## src/rtl/vrased_pkg.sv

```systemverilog
// rtl/vrased_pkg.sv - shared states, cause bit positions and region index helper for the region monitor
package vrased_pkg;

    typedef enum logic [1:0] {
        ST_RUN  = 2'd0,
        ST_ATOM = 2'd1,
        ST_VIOL = 2'd2
    } vrased_state_e;

    localparam int CAUSE_RD     = 0;
    localparam int CAUSE_WR     = 1;
    localparam int CAUSE_DMA    = 2;
    localparam int CAUSE_ATOM   = 3;
    localparam int CAUSE_IRQ    = 4;
    localparam int CAUSE_W      = 5;
    localparam int REGION_IDX_W = 3;

    // Lowest set bit wins so the diagnostic points at the lowest-numbered offender.
    function automatic logic [REGION_IDX_W-1:0] lowest_set(input logic [7:0] v);
        logic [REGION_IDX_W-1:0] idx;
        idx = '0;
        for (int i = 7; i >= 0; i--) begin
            if (v[i]) begin
                idx = REGION_IDX_W'(i);
            end
        end
        return idx;
    endfunction

endpackage

```

## src/rtl/vrased_region_cmp.sv

```systemverilog
// rtl/vrased_region_cmp.sv - inclusive unsigned range compare; base > limit disables the region
module vrased_region_cmp #(
    parameter int ADDR_W = 16
) (
    input  logic [ADDR_W-1:0] addr,
    input  logic [ADDR_W-1:0] base,
    input  logic [ADDR_W-1:0] limit,
    output logic              hit
);

    assign hit = (base <= limit) && (addr >= base) && (addr <= limit);

endmodule

```

## src/rtl/vrased_region_monitor.sv

```systemverilog
// rtl/vrased_region_monitor.sv - multi-region access, atomicity and DMA monitor; VRASED_IRQ_CHECK_EN enables irq-in-ATOM check
module vrased_region_monitor
    import vrased_pkg::*;
#(
    parameter int                            NUM_REGIONS = 4,
    parameter int                            ADDR_W      = 16,
    parameter logic [NUM_REGIONS*ADDR_W-1:0] REG_BASE    = '0,
    parameter logic [NUM_REGIONS*ADDR_W-1:0] REG_LIMIT   = '0,
    parameter logic [NUM_REGIONS-1:0]        REG_RD_PROT = '0,
    parameter logic [NUM_REGIONS-1:0]        REG_WR_PROT = '0,
    parameter logic [ADDR_W-1:0]             ATOM_BASE   = 16'hA000,
    parameter logic [ADDR_W-1:0]             ATOM_LIMIT  = 16'hDFFE,
    parameter logic [ADDR_W-1:0]             ATOM_EXIT   = 16'hDFFE,
    parameter logic [ADDR_W-1:0]             RESET_PC    = 16'h0000,
    parameter int                            RST_HOLD    = 4
) (
    input  logic                    clk,
    input  logic                    reset,
    input  logic [ADDR_W-1:0]       pc,
    input  logic                    data_en,
    input  logic                    data_wr,
    input  logic [ADDR_W-1:0]       data_addr,
    input  logic                    dma_en,
    input  logic [ADDR_W-1:0]       dma_addr,
    input  logic                    irq,
    output logic                    viol_rst,
    output logic                    in_atom,
    output logic [CAUSE_W-1:0]      viol_cause,
    output logic [REGION_IDX_W-1:0] viol_region
);

    localparam int                     CNT_W     = $clog2(RST_HOLD + 1);
    localparam logic [CNT_W-1:0]       HOLD_LAST = CNT_W'(RST_HOLD - 1);
    localparam logic [CNT_W-1:0]       HOLD_SAT  = CNT_W'(RST_HOLD);
    localparam logic [NUM_REGIONS-1:0] ANY_PROT  = REG_RD_PROT | REG_WR_PROT;

    vrased_state_e           state, state_nxt;
    logic [CNT_W-1:0]        cnt, cnt_nxt;
    logic [ADDR_W-1:0]       pc_prev;
    logic [CAUSE_W-1:0]      cause_q, cause_nxt, cause_now;
    logic [REGION_IDX_W-1:0] region_q, region_nxt;

    logic [NUM_REGIONS-1:0]  data_hit, dma_hit;
    logic [NUM_REGIONS-1:0]  rd_viol, wr_viol, dma_reg_viol;
    logic                    pc_atom, dma_atom_hit;
    logic                    atom_viol, irq_viol, any_viol;

    for (genvar r = 0; r < NUM_REGIONS; r++) begin : g_region
        vrased_region_cmp #(.ADDR_W(ADDR_W)) u_data_cmp (
            .addr  (data_addr),
            .base  (REG_BASE[r*ADDR_W +: ADDR_W]),
            .limit (REG_LIMIT[r*ADDR_W +: ADDR_W]),
            .hit   (data_hit[r])
        );
        vrased_region_cmp #(.ADDR_W(ADDR_W)) u_dma_cmp (
            .addr  (dma_addr),
            .base  (REG_BASE[r*ADDR_W +: ADDR_W]),
            .limit (REG_LIMIT[r*ADDR_W +: ADDR_W]),
            .hit   (dma_hit[r])
        );
    end

    vrased_region_cmp #(.ADDR_W(ADDR_W)) u_pc_atom_cmp (
        .addr  (pc),
        .base  (ATOM_BASE),
        .limit (ATOM_LIMIT),
        .hit   (pc_atom)
    );

    vrased_region_cmp #(.ADDR_W(ADDR_W)) u_dma_atom_cmp (
        .addr  (dma_addr),
        .base  (ATOM_BASE),
        .limit (ATOM_LIMIT),
        .hit   (dma_atom_hit)
    );

    // CPU accesses to protected regions are only legal from inside the trusted code.
    assign rd_viol      = (data_en && !data_wr && state != ST_ATOM) ? (data_hit & REG_RD_PROT) : '0;
    assign wr_viol      = (data_en &&  data_wr && state != ST_ATOM) ? (data_hit & REG_WR_PROT) : '0;
    assign dma_reg_viol = dma_en ? (dma_hit & ANY_PROT) : '0;

    assign atom_viol = (state == ST_RUN  &&  pc_atom && pc != ATOM_BASE) ||
                       (state == ST_ATOM && !pc_atom && pc_prev != ATOM_EXIT);

`ifdef VRASED_IRQ_CHECK_EN
    assign irq_viol = irq && (state == ST_ATOM);
`else
    logic unused_irq;
    assign unused_irq = irq;
    assign irq_viol   = 1'b0;
`endif

    always_comb begin
        cause_now             = '0;
        cause_now[CAUSE_RD]   = |rd_viol;
        cause_now[CAUSE_WR]   = |wr_viol;
        cause_now[CAUSE_DMA]  = (|dma_reg_viol) || (dma_en && dma_atom_hit);
        cause_now[CAUSE_ATOM] = atom_viol;
        cause_now[CAUSE_IRQ]  = irq_viol;
    end

    assign any_viol = |cause_now;

    always_comb begin
        state_nxt  = state;
        cnt_nxt    = cnt;
        cause_nxt  = cause_q;
        region_nxt = region_q;
        case (state)
            ST_RUN, ST_ATOM: begin
                // A violation outranks a simultaneous legal entry or exit.
                if (any_viol) begin
                    state_nxt  = ST_VIOL;
                    cnt_nxt    = '0;
                    cause_nxt  = cause_now;
                    region_nxt = lowest_set(8'(rd_viol | wr_viol | dma_reg_viol));
                end else if (state == ST_RUN && pc_atom && pc == ATOM_BASE) begin
                    state_nxt = ST_ATOM;
                end else if (state == ST_ATOM && !pc_atom && pc_prev == ATOM_EXIT) begin
                    state_nxt = ST_RUN;
                end
            end
            ST_VIOL: begin
                if (cnt != HOLD_SAT) begin
                    cnt_nxt = cnt + CNT_W'(1);
                end
                if (cnt >= HOLD_LAST && pc == RESET_PC) begin
                    state_nxt = ST_RUN;
                end
            end
            default: state_nxt = ST_RUN;
        endcase
    end

    always_ff @(posedge clk) begin
        if (reset) begin
            state    <= ST_RUN;
            cnt      <= '0;
            pc_prev  <= RESET_PC;
            cause_q  <= '0;
            region_q <= '0;
        end else begin
            state    <= state_nxt;
            cnt      <= cnt_nxt;
            pc_prev  <= pc;
            cause_q  <= cause_nxt;
            region_q <= region_nxt;
        end
    end

    assign viol_rst    = (state == ST_VIOL);
    assign in_atom     = (state == ST_ATOM);
    assign viol_cause  = cause_q;
    assign viol_region = region_q;

endmodule

```

## config.mk

```make
export PLATFORM = sky130hd
export DESIGN_NAME = vrased_region_monitor
export DESIGN_NICKNAME = d
export VERILOG_FILES = /design/src/rtl/vrased_pkg.sv /design/src/rtl/vrased_region_cmp.sv /design/src/rtl/vrased_region_monitor.sv
export SDC_FILE = /design/constraint.sdc
export NUM_CORES = 1
export LEC_CHECK = 0
export CAP_MARGIN = 20
export CELL_PAD_IN_SITES_DETAIL_PLACEMENT = 1
export CELL_PAD_IN_SITES_GLOBAL_PLACEMENT = 1
export CORE_ASPECT_RATIO = 0.75
export CORE_MARGIN = 3
export CORE_UTILIZATION = 24
export DETAILED_ROUTE_END_ITERATION = 16
export PLACE_DENSITY_LB_ADDON = 0.1
export SYNTH_ARGS = -nofsm -noshare
export SYNTH_HDL_FRONTEND = slang
export SYNTH_SLANG_ARGS = --single-unit
export TNS_END_PERCENT = 10
```

## constraint.sdc

```tcl
create_clock -name clk -period 1.7 [get_ports clk]
set_input_delay 0.255 -clock clk [delete_from_list [all_inputs] [get_ports clk]]
set_output_delay 0.255 -clock clk [all_outputs]
set_load 0.01 [all_outputs]
```

==> impl_metrics.csv, run 1 <==
group,metric,value,unit
critical_path,path_class,"primary input to register",
synth,synthTopCellsByArea,"dfxtp_1 42%, nor2b_1 9.6%, nand4_1 5.7%",
die,rows,20,
timing,rsz0062_at_grt,"true",
placed_design,io_buffer_count,38,
critical_path,cp_max_fo,3,
min_path,hold_path.class,"primary input to register",
pwr,p_comb_share,22.2,%
run_status,violations,"setup timing",
min_path,min_path_cells,2,
detailed_routing,wire_per_inst,15.6,um
pwr,power_frac_clock,28.2,%
timing,finalSetupTns,-0.0403,ns
critical_path,end_kind,"register",
clock_network,postCtsHoldBufs,0,
finish,nFillCells,488,
detailed_routing,antenna_left,0,
global_route,gr-total-overflow,0,
global_route,grt_pass1_vias,1074,
die,die_h,64.7,um
synth,ys_seq_elements,23,
global_route,antenna_found_initial,0,
min_path,hp-start,"pc[15]",
placed_design,preCtsSetupSlack,-0.559,ns
synth,syn_inst,119,
pwr,seqPwrFrac,49.6,%
clock_network,cts_tree,"built",
clock_network,cts_made_buffers,3,
detailed_routing,drc_errors,0,
detailed_routing,via_count,1085,
run_status,outcome,"finished with violations",
synth,synth_warnings,0,
detailed_routing,drt_wl_total,3530,um
pwr,intPower,0.877,mW
critical_path,arrival,1.88,ns
timing,maxSlewViolCount,0,
finish,seqCellArea,462,um2
global_route,grt_max_degree,13,
die,die_area,0.00545,mm2
finish,antenna_cells,0,
timing,finalClockSkew,0.00163,ns
pwr,p_per_area,668,mW/mm2
critical_path,r2r_slack,-0.01,ns
clock_network,htree_levels,1,
global_route,gr-usage-all-layers,12.6,%
finish,multi_input_area,648,um2
clock_network,clk_pin_slew,0.08,ns
die,core,0.00423,mm2
detailed_routing,firstDrtPassIters,3,
clock_network,clock_latency,0.26,ns
placed_design,dpl.hpwl,2860,um
die,io_pins,64,
synth,syn_area_per_cell,9.26,um2
clock_network,clock_sinks,23,
pwr,peakVddDrop,0.000315,V
placed_design,gp_congestion,0.785,
flow_run,drv_cap,0,
timing,period_needed,1.72,ns
finish,nets,230,
synth,ys_seq_area_share,41.8,%
die,die_x,84.3,um
timing,fmax,0.580,GHz
timing,fin_crit_sh,101,%
synth,yosys.area.top_type,"dfxtp_1",
critical_path,reg2regPathDepth,5,
timing,setup_ws,-0.0248,ns
pwr,switchingPower,0.301,mW
die,start_util,26.1,%
detailed_routing,viasPerCell,4.78,
clock_network,cts_root_buf,"clkbuf_8",
synth,synth_top_area_share,41.8,%
finish,areaGrowthSynthToFinish,59.9,%
pwr,p_leak,0.811,nW
critical_path,rr_startpoint,"pc_prev[4]",
synth,synth.distinct_cells,36,
finish,final_cell_mix,"22 x dfxtp_1, 16 x nor2b_1, 15 x dlymetal6s2s_1, 15 x buf_4, 12 x dlygate4sd2_1",
clock_network,clockBufferDepth,2,
timing,finalHoldViolations,0,
critical_path,rr_endpoint,"cnt[0]",
min_path,min_to,"pc_prev[15]",
pwr,swShare,25.6,%
global_route,grt_pass1_wl,5370,um
synth,synth_area,0.00110,mm2
timing,setup_viol,3,
detailed_routing,drt_iter0_markers,41,
critical_path,start_kind,"primary input",
finish,drive_gt1_share,19.8,%
finish,layout_commonest_cell,"dfxtp_1",
critical_path,critical_path_required,1.86,ns
[synth_stat cells]
master     instances
mux2_4             2
nor3_1             2
o41ai_2            1
buf_4              6
or4_1              1
nand3_1            5
xor2_1             2
a21boi_1           1
o21ai_0            1
nand4b_1           3
and3_1             1
a31o_1             1
o221ai_1           1
inv_1              6
clkbuf_1           3
nor4bb_1           1
a22oi_1            1
a41oi_1            1
a21oi_1            2
nor2b_1           17
nor2_1             3
ha_1               3
and4_1             1
dfxtp_1           23
nor4_1             4
o21ai_1            1
nand2_1            7
conb_1             1
o41ai_1            2
o2bb2ai_1          1
nand2b_1           1
a211oi_1           1
xnor2_1            1
nand4_1           10
mux2i_1            1
nor4_2             1
[layer usage]
metal | GRT usage, % | vias up | routed length (um)
li1 | - | 530 | -
met1 | 17.0 | 518 | 1690
met2 | 19.4 | 33 | 1600
met3 | 4.07 | 4 | 205
met4 | 3.61 | 0 | 37
met5 | 0 | - | 0
[through the flow]
step | total power, mW | cell area [um2] | utilization [%] | hold slack [ns] | cells
4_1_cts | 1.19 | 1680 | 39.7 | 0.382 | 226
3_3_place_gp | 0.853 | 1630 | 38.5 | 0.473 | 223
6_report | 1.18 | 1760 | 41.7 | 0.396 | 227
2_1_floorplan | 0.705 | 1120 | - | 0.383 | 124
3_5_place_dp | 0.862 | 1630 | 38.5 | 0.485 | 223
5_1_grt | 1.25 | 1760 | 41.7 | 0.391 | 227
[cells by family (layout without fill, tap and decap cells)]
family	count (synthesis)	in the layout	share of synthesized area, %
simple gates	57	57	31.2
flops	23	23	41.8
buf+inv	15	63	7.15
compound gates	14	14	10.1
fa+ha+maj	3	3	3.41
xor+xnor	3	3	2.38
mux	3	3	3.63
other cells	1	6	0.340
[worst max-delay path, cell delays in order]
cell             delay [ns]
clkdlybuf4s15_1        0.26
nand4_1                0.13
nor4_2                 0.33
mux2_4                 0.37
mux2_4                 0.32
a31o_1                 0.21
[worst max path at each step]
stage	slack (ns)	endpoint	cells after the start	startpoint
finish	-0.02	viol_cause[2]	6	pc[2]
global placement	-0.55	cnt[0]	8	pc[3]
floorplan	0.03	viol_cause[2]	5	pc[13]
global route	-0.1	cnt[0]	5	pc_prev[13]
CTS	-0.03	cnt[0]	6	dma_addr[10]
detailed placement	-0.56	viol_cause[2]	6	pc[4]
[power groups by stage]
stage                     combinational (mW)  sequential, mW  clock [mW]
after floorplan                        0.111           0.594           0
after global placement                 0.258           0.595           0
after detailed placement               0.264           0.597           0
after CTS                              0.257           0.584       0.346
after global routing                   0.286           0.588       0.374
final                                  0.262           0.584       0.333
[registers in the layout, summed over array words and instances (netlist names)]
name        count
viol_cause      2
cnt             3
state           2
pc_prev        16
[final cells by class]
type | instances | area share (%)
inverters | 6 | 1.28
multi-input cells | 86 | 36.8
flip-flops and latches | 23 | 26.2
clock buffers | 4 | 2.56
repair buffers | 53 | 29.3
well taps | 55 | 3.90
[what timing repair did]
item	4_1_cts	5_1_grt
endpoints found under the setup margin	9	7
setup buffers	0	1
resized for setup	26	23
pin swaps	8	11
(Power assumes the default switching activity.)
==> run 2: changes to the inputs <==
Settings changed: REMOVE_ABC_BUFFERS set to 1.
==> impl_metrics.csv, run 2 (same netlist as run 1, synthesis figures left out) <==
group,metric,value,unit
flow_run,drv_cap,0,
min_path,hold_path.class,"primary input to register",
clock_network,cts_made_buffers,3,
detailed_routing,viasPerCell,4.77,
clock_network,cts_tree,"built",
detailed_routing,firstDrtPassIters,4,
global_route,gr-usage-all-layers,14.5,%
placed_design,io_buffer_count,38,
critical_path,critical_path.max_stage_delay,0.37,ns
critical_path,path_class,"primary input to register",
pwr,peakVddDrop,0.000334,V
detailed_routing,drc_errors,0,
finish,final_core_util,42.9,%
placed_design,dpl.hpwl,3010,um
critical_path,arrival,1.90,ns
finish,nFillCells,501,
timing,maxSlewViolCount,0,
die,die_x,84.3,um
clock_network,clock_latency,0.27,ns
finish,final_cell_mix,"26 x dlygate4sd2_1, 21 x dfxtp_1, 20 x buf_4",
critical_path,cp_cell_sequence,"clkdlybuf4s15_1, nand4b_1, nor4_2, mux2_4, mux2_4, a31o_1",
critical_path,end_kind,"register",
finish,nets,237,
timing,fmax,0.579,GHz
critical_path,start_kind,"primary input",
global_route,antenna_found_initial,0,
detailed_routing,drt_iter0_markers,36,
placed_design,preCtsSetupSlack,-0.593,ns
die,core,0.00423,mm2
critical_path,crit_top_cell,"mux2_4",
placed_design,dpl_cell_area,0.00164,mm2
timing,setup_viol,1,
timing,fin_hold_ws,0.384,ns
timing,fin_crit_sh,102,%
finish,regMostFlops,"pc_prev",
finish,final_area,0.00181,mm2
finish,areaGrowthSynthToFinish,64.5,%
die,rows,20,
pwr,totalPowerFinal,1.21,mW
critical_path,cp_max_fo,3,
timing,setup_ws,-0.0273,ns
pwr,p_leak,0.763,nW
finish,layout_commonest_cell,"dlygate4sd2_1",
critical_path,critical_path_required,1.87,ns
timing,rsz0062_at_grt,"true",
timing,finalHoldViolations,0,
finish,antenna_cells,0,
pwr,p_per_area,668,mW/mm2
run_status,violations,"setup timing",
die,io_pins,64,
placed_design,place_inst,225,
global_route,gr-total-overflow,0,
die,die_area,0.00545,mm2
clock_network,clock_sinks,23,
global_route,grt_max_degree,14,
placed_design,gp_congestion,0.791,
detailed_routing,drt_wl_total,3730,um
clock_network,postCtsHoldBufs,0,
global_route,grt_pass1_wl,6180,um
die,start_util,26.1,%
clock_network,cts_root_buf,"clkbuf_8",
clock_network,clockBufferDepth,2,
detailed_routing,via_count,1116,
run_status,outcome,"finished with violations",
finish,drive_gt1_share,25.7,%
detailed_routing,antenna_left,0,
global_route,grt_pass1_vias,1276,
detailed_routing,wire_per_inst,15.9,um
critical_path,slowest_stage,"mux2_4",
finish,instances_no_fill,234,
clock_network,clk_pin_slew,0.08,ns
timing,finalSetupTns,-0.0273,ns
timing,finalClockSkew,0.00210,ns
die,die_h,64.7,um
clock_network,htree_levels,1,
timing,period_needed,1.73,ns
finish,largest_registers,"pc_prev x16, cnt x3",
finish,largest_reg_flops,16,
-- run 2: cell count changes in the layout (fill, tap and decap cells not counted), sizes merged --
| cell | before | now |
|---|---|---|
| buf | 15 | 22 |
| dlygate4sd2 | 12 | 26 |
| clkinv | 0 | 1 |
| clkbuf | 4 | 3 |
| dlymetal6s2s | 15 | 1 |
-- run 2: worst paths after layout --
check / from / endpoint / slack, ns / cells after the start
worst max-delay path: pc[13] / viol_cause[2] / -0.03 / 6
worst min-delay path: pc[15] / pc_prev[15] / 0.38 / 2
worst max register to register: pc_prev[0] / state[0] / 0 / 7
worst min register to register: viol_cause[2] / viol_cause[2] / 0.50 / 1
-- run 2: area by class of cell --
cell class	count	area [um2]	area share, %
multi-input cells	86	687	37.9
flip-flops and latches	23	463	25.5
repair buffers	60	526	29.0
inverters	6	22.5	1.24
well taps	55	68.8	3.80
clock buffers	3	41.3	2.28
clock inverters	1	5.00	0.276
-- run 2: worst max-delay path, delay by kind of cell --
kind	cells	cell delay, ns
muxes	2	0.70
and+or+nand+nor	2	0.52
buffers and inverters	1	0.21
AOI/OAI and AO/OA	1	0.21
-- run 2: repair_timing --
action / 4_1_cts / 5_1_grt
buffers inserted: 5 / 1
resized for setup: 47 / 11
setup endpoints to repair: 8 / 7
pin swaps: 15 / 2
-- run 2: routing by layer --
| metal | share of wire [%] | GRT usage, % | vias up |
|---|---|---|---|
| met5 | 0 | 0 | - |
| li1 | - | - | 541 |
| met3 | 3.8 | 4.07 | 4 |
| met1 | 46 | 17.7 | 551 |
| met4 | 0.83 | 3.01 | 0 |
| met2 | 49 | 25.6 | 20 |
-- run 2: report_power, final --
part / total, mW / switching, mW / internal (mW)
sequential: 0.585 / 0.0146 / 0.571
combinational: 0.282 / 0.135 / 0.147
clock: 0.343 / 0.180 / 0.164
